$ cat src/rtl/uart_byte_receiver.sv
// 8N1 UART receiver: synchronises the serial line, finds the start bit, samples each
// bit at its centre and presents every good byte as a one-cycle strobe.
module uart_byte_receiver #(
  parameter int CLKS_PER_BIT = 10416
) (
  input  logic       clk,
  input  logic       reset,
  input  logic       uart_rx,
  output logic       uart_rx_done,
  output logic [7:0] uart_rx_data,
  output logic       uart_rx_frame_err,
  output logic       uart_rx_busy
);

  localparam int CNT_W = $clog2(CLKS_PER_BIT);
  localparam logic [CNT_W-1:0] HALF_LAST  = CNT_W'(CLKS_PER_BIT / 2 - 1);
  localparam logic [CNT_W-1:0] BIT_LAST   = CNT_W'(CLKS_PER_BIT - 1);
  localparam logic [CNT_W-1:0] TIMER_STEP = CNT_W'(1);

  if (CLKS_PER_BIT < 8) begin : g_bad_clks_per_bit
    $error("uart_byte_receiver: CLKS_PER_BIT must be at least 8");
  end

  typedef enum logic [2:0] {
    IDLE,
    START,
    DATA,
    STOP,
    WAIT_IDLE
  } state_t;

  state_t           state, state_nxt;
  logic [CNT_W-1:0] timer, timer_nxt;
  logic [2:0]       idx, idx_nxt;
  logic             rx_p0, rx_p1;
  logic             rx_s;
  logic [7:0]       shift;
  logic             shift_en;
  logic             done_nxt;
  logic             ferr_nxt;

  // Stage p0/p1: two-flop synchroniser, idles high so reset never looks like a start bit
  always_ff @(posedge clk) begin
    if (reset) begin
      rx_p0 <= 1'b1;
      rx_p1 <= 1'b1;
    end else begin
      rx_p0 <= uart_rx;
      rx_p1 <= rx_p0;
    end
  end

  assign rx_s = rx_p1;

  // FSM state register together with the bit timer and bit index it steers
  always_ff @(posedge clk) begin
    if (reset) begin
      state <= IDLE;
      timer <= '0;
      idx   <= '0;
    end else begin
      state <= state_nxt;
      timer <= timer_nxt;
      idx   <= idx_nxt;
    end
  end

  always_comb begin
    state_nxt = state;
    timer_nxt = timer;
    idx_nxt   = idx;
    case (state)
      IDLE: begin
        timer_nxt = '0;
        if (!rx_s) begin
          state_nxt = START;
        end
      end
      START: begin
        // A start bit must still be low half a bit later, otherwise it was a glitch
        if (timer == HALF_LAST) begin
          timer_nxt = '0;
          idx_nxt   = '0;
          state_nxt = rx_s ? IDLE : DATA;
        end else begin
          timer_nxt = timer + TIMER_STEP;
        end
      end
      DATA: begin
        if (timer == BIT_LAST) begin
          timer_nxt = '0;
          if (idx == 3'd7) begin
            state_nxt = STOP;
          end else begin
            idx_nxt = idx + 3'd1;
          end
        end else begin
          timer_nxt = timer + TIMER_STEP;
        end
      end
      STOP: begin
        // Leaving at mid-stop lets a back-to-back start edge be caught with no gap
        if (timer == BIT_LAST) begin
          timer_nxt = '0;
          state_nxt = rx_s ? IDLE : WAIT_IDLE;
        end else begin
          timer_nxt = timer + TIMER_STEP;
        end
      end
      WAIT_IDLE: begin
        timer_nxt = '0;
        if (rx_s) begin
          state_nxt = IDLE;
        end
      end
      default: begin
        state_nxt = IDLE;
        timer_nxt = '0;
        idx_nxt   = '0;
      end
    endcase
  end

  always_comb begin
    shift_en     = (state == DATA) && (timer == BIT_LAST);
    done_nxt     = (state == STOP) && (timer == BIT_LAST) && rx_s;
    ferr_nxt     = (state == STOP) && (timer == BIT_LAST) && !rx_s;
    uart_rx_busy = (state != IDLE);
  end

  // Assembly register: every bit is rewritten each frame, so no reset is needed
  always_ff @(posedge clk) begin
    if (shift_en) begin
      shift[idx] <= rx_s;
    end
  end

  always_ff @(posedge clk) begin
    if (reset) begin
      uart_rx_done      <= 1'b0;
      uart_rx_frame_err <= 1'b0;
      uart_rx_data      <= 8'h00;
    end else begin
      uart_rx_done      <= done_nxt;
      uart_rx_frame_err <= ferr_nxt;
      if (done_nxt) begin
        uart_rx_data <= shift;
      end
    end
  end

endmodule
$ cat config.mk
export PLATFORM = sky130hd
export DESIGN_NAME = uart_byte_receiver
export DESIGN_NICKNAME = d
export VERILOG_FILES = /design/src/rtl/uart_byte_receiver.sv
export SDC_FILE = /design/constraint.sdc
export NUM_CORES = 1
export LEC_CHECK = 0
export BUFFER_PORTS_ARGS = -buffer_cell sky130_fd_sc_hd__buf_4
export CAP_MARGIN = 15
export CORE_ASPECT_RATIO = 0.6
export CORE_MARGIN = 3
export CORE_UTILIZATION = 25
export CTS_BUF_LIST = sky130_fd_sc_hd__clkbuf_8
export DETAILED_ROUTE_END_ITERATION = 8
export GPL_TIMING_DRIVEN = 1
export SYNTH_ARGS = -nofsm -noshare
export SYNTH_HDL_FRONTEND = slang
export SYNTH_SLANG_ARGS = --single-unit
$ cat constraint.sdc
create_clock -name clk -period 2.4 [get_ports clk]
set_input_delay 0.24 -clock clk [delete_from_list [all_inputs] [get_ports clk]]
set_output_delay 0.24 -clock clk [all_outputs]
set_load 0.01 [all_outputs]
==> summary.txt <==
Logic synthesis
  • Yosys warns: 0
  • Synth Net Count: 182
  • Top area cells in the synthesized netlist: dfxtp_1 (36%), edfxtp_1 (14%), nor2_1 (7.3%)
  • Area leader, netlist: dfxtp_1
  • Synth unique cells: 42
  • Sequential-to-total area share from yosys stat: 0.502
  • Complex-gate fraction of the synthesized area: 0.0506
  • Largest family of logic cells by synthesized area: simple AND/OR/NAND/NOR gates
  • Synth Register Bits: 40
  • Primary FF master, synth: dfxtp_1
  • Post-Syn Instances: 176
  • Async S/R FF share, synth: 0
  • Post-synthesis simple-gate area fraction: 0.274
  • Syn Std Cell Area: 1760 um^2
  • Mux contribution to synthesized area: 0.0570
  • Syn avg cell area: 9.97 um^2
  • Adder-cell area share of the yosys netlist: 0.0214
  • Yosys top cell area share: 0.365
  • Post-synth EDFFs: 8
  • XOR/XNOR Fraction of Synth Area: 0.0649

Min path
  • Hold WC Path Type: in -> reg

Die
  • Die W: 114 um
  • # rows: 22
  • Core area: 6440 um^2
  • Die Y: 70.9 um
  • Starting density of the core: 0.273
  • # IOs: 14
  • Die ar.: 8100 um^2

Power
  • VDD IR max: 0.209 mV
  • Static leakage: 0.703 nW
  • Pwr Density: 568 nW/um^2

Setup path
  • Worst path top cell family by delay: simple AND/OR/NAND/NOR gates
  • Buf+Inv Stages, Crit Path: 1
  • CP max stage delay: 0.57 ns
  • Startpoint types: flip-flop
  • Slowest CP cell: or4_1
  • Worst path arrival time: 2.34 ns
  • Critical Path RT: 2.58 ns
  • CP cell instances: or4b_1, or4_1, a22oi_2, or4_1, buf_4, nor2_1
  • Critical path class: reg -> reg
  • CP Capture Type: flip-flop
  • CP most frequent cell: or4_1
  • CP max FO: 14

Status
  • Status: finished, final reports clean

Timing
  • Period minus WS final: 2.16 ns
  • Relative slew margins: 0.681
  • Worst-Margin Slew: 0.474 ns
  • Fmax: 0.464 GHz
  • Final Max Slew Viols: 0
  • Endpoints failing hold: 0
  • Fin Hold WS: 0.150 ns
  • RSZ-0062 raised after global routing: no
  • Fin crit share: 0.899
  • Setup total negative slack: 0 ns
  • Setup violators final: 0
  • Clk_skew: 0.0118 ns

Place
  • Post-DP Area: 1960 um^2
  • Routability congestion estimate: 0.771
  • Detail Placement HPWL: 2270 um
  • PortBufs: 13

Clock tree
  • Post-CTS Hold Fix Bufs: 0
  • CTS H-tree depth: 2
  • TritonCTS clock tree: built
  • Post-cts sizing count: 0
  • CTS Buf Count: 5
  • Clk Tree Root Cell: clkbuf_8
  • Clk sink count: 40
  • Reg clk slew, reported paths: 0.08 ns
  • CTS max path bufs: 2
  • Post-CTS Setup Bufs: 0
  • Clk_lat worst skew: 0.29 ns

Detailed routing
  • Drt via density: 4.36
  • DRT iter0 DRCs: 81
  • DRT Pass-1 Iters: 4
  • DR vias: 1,230
  • Post-Route WL: 3180 um
  • DR DRC count: 0
  • Final ANT Viol Nets: 0
  • WL/cell: 11.3 um

Finish
  • Share of cells above drive strength 1: 0.197
  • # diodes: 0
  • Area Overhead vs Synth: 16.7%
  • Nets@finish: 203
  • Final Cell Area: 2050 um^2

Global route
  • Largest net degree at the start of global routing: 25
  • All-Layer GR Usage: 0.0876
  • First-pass GRT wire length: 5670 um
  • Gr ovfl total: 0
  • Initial antenna violation count: 0
  • Vias in the first global route: 1,172

Flow run
  • Max-cap violations: 0
## cell usage after synthesis (2+ instances only)
master,number
clkbuf_1,2
dfxtp_1,32
edfxtp_1,8
ha_1,3
inv_1,3
mux2i_1,10
nand2_1,9
nand2b_1,9
nand3_1,8
nand3b_1,3
nand4_1,2
nor2_1,34
nor2_2,3
nor3_1,4
nor3b_1,2
o21ai_0,3
or2_2,2
or3_1,2
or4_1,2
or4b_1,2
xnor2_1,5
xor2_1,8
## worst paths after layout
path,cells past startpoint,slack (ns),startpoint,endpoint
worst max-delay path,6,0.24,timer[11]$_SDFF_PP0_,timer[10]$_SDFF_PP0_
worst min-delay path,2,0.15,uart_rx,rx_p0$_SDFF_PP1_
worst max register to register,6,0.24,timer[11]$_SDFF_PP0_,timer[10]$_SDFF_PP0_
worst min register to register,1,0.41,rx_p0$_SDFF_PP1_,rx_p1$_SDFF_PP1_
## logic make-up after synthesis
| group | Yosys count |
|---|---|
| AOI/OAI and AO/OA | 11 |
| xor gates and xnor gates | 13 |
| adders and majority gates | 3 |
| buffers and inverters | 8 |
| and+or+nand+nor | 91 |
| DFF | 40 |
| muxes | 10 |
## final cells by class
class	count	area, um^2
Fill cell	674	4390
Sequential cell	40	881
Inverter	3	11.3
Timing Repair Buffer	19	143
Multi-Input combinational cell	128	821
Clock buffer	5	68.8
Tap cell	84	105
Clock inverter	3	18.8
## layer usage
layer / vias to the layer above / global-route usage / part of all wire
met5: - / 0 / 0
met4: 0 / 0.0316 / 0.0044
met3: 2 / 0.0308 / 0.064
met2: 29 / 0.114 / 0.37
met1: 548 / 0.131 / 0.56
li1: 651 / - / -
## power breakdown
group,internal [W],leakage [nW],switching [W]
combinational,0.0000193,0.327,0.0000238
clock,0.000203,0.0479,0.000231
sequential,0.000686,0.328,0.00000170
total,0.000908,0.703,0.000256
## cells in the final DEF (no fill, tap or decap), types with 4 or more instances in the layout
master | Yosys | routed
nand2b_1 | 9 | 9
clkbuf_8 | 0 | 5
nor3_1 | 4 | 4
nor2_1 | 34 | 34
mux2i_1 | 10 | 10
nand3_1 | 8 | 8
nand2_1 | 9 | 9
xnor2_1 | 5 | 5
xor2_1 | 8 | 8
edfxtp_1 | 8 | 8
buf_4 | 0 | 19
dfxtp_1 | 32 | 32
## sequential cells by signal, indices dropped and copies added (netlist names)
signal / flops
uart_rx_done: 1
rx_p1: 1
uart_rx_data: 8
timer: 14
rx_p0: 1
idx: 3
uart_rx_frame_err: 1
state: 3
shift: 8
## through the flow
step	setup slack, ns	util	instances	power, W
final	0.243	0.318	282	0.00116
after global routing	0.130	0.318	282	0.00123
after CTS	0.223	0.318	282	0.00118
after detailed placement	0.235	0.304	274	0.000748
after global placement	0.300	0.304	274	0.000747
after floorplan	0.341	-	176	0.000733
Power figures use the tool's default switching activity.
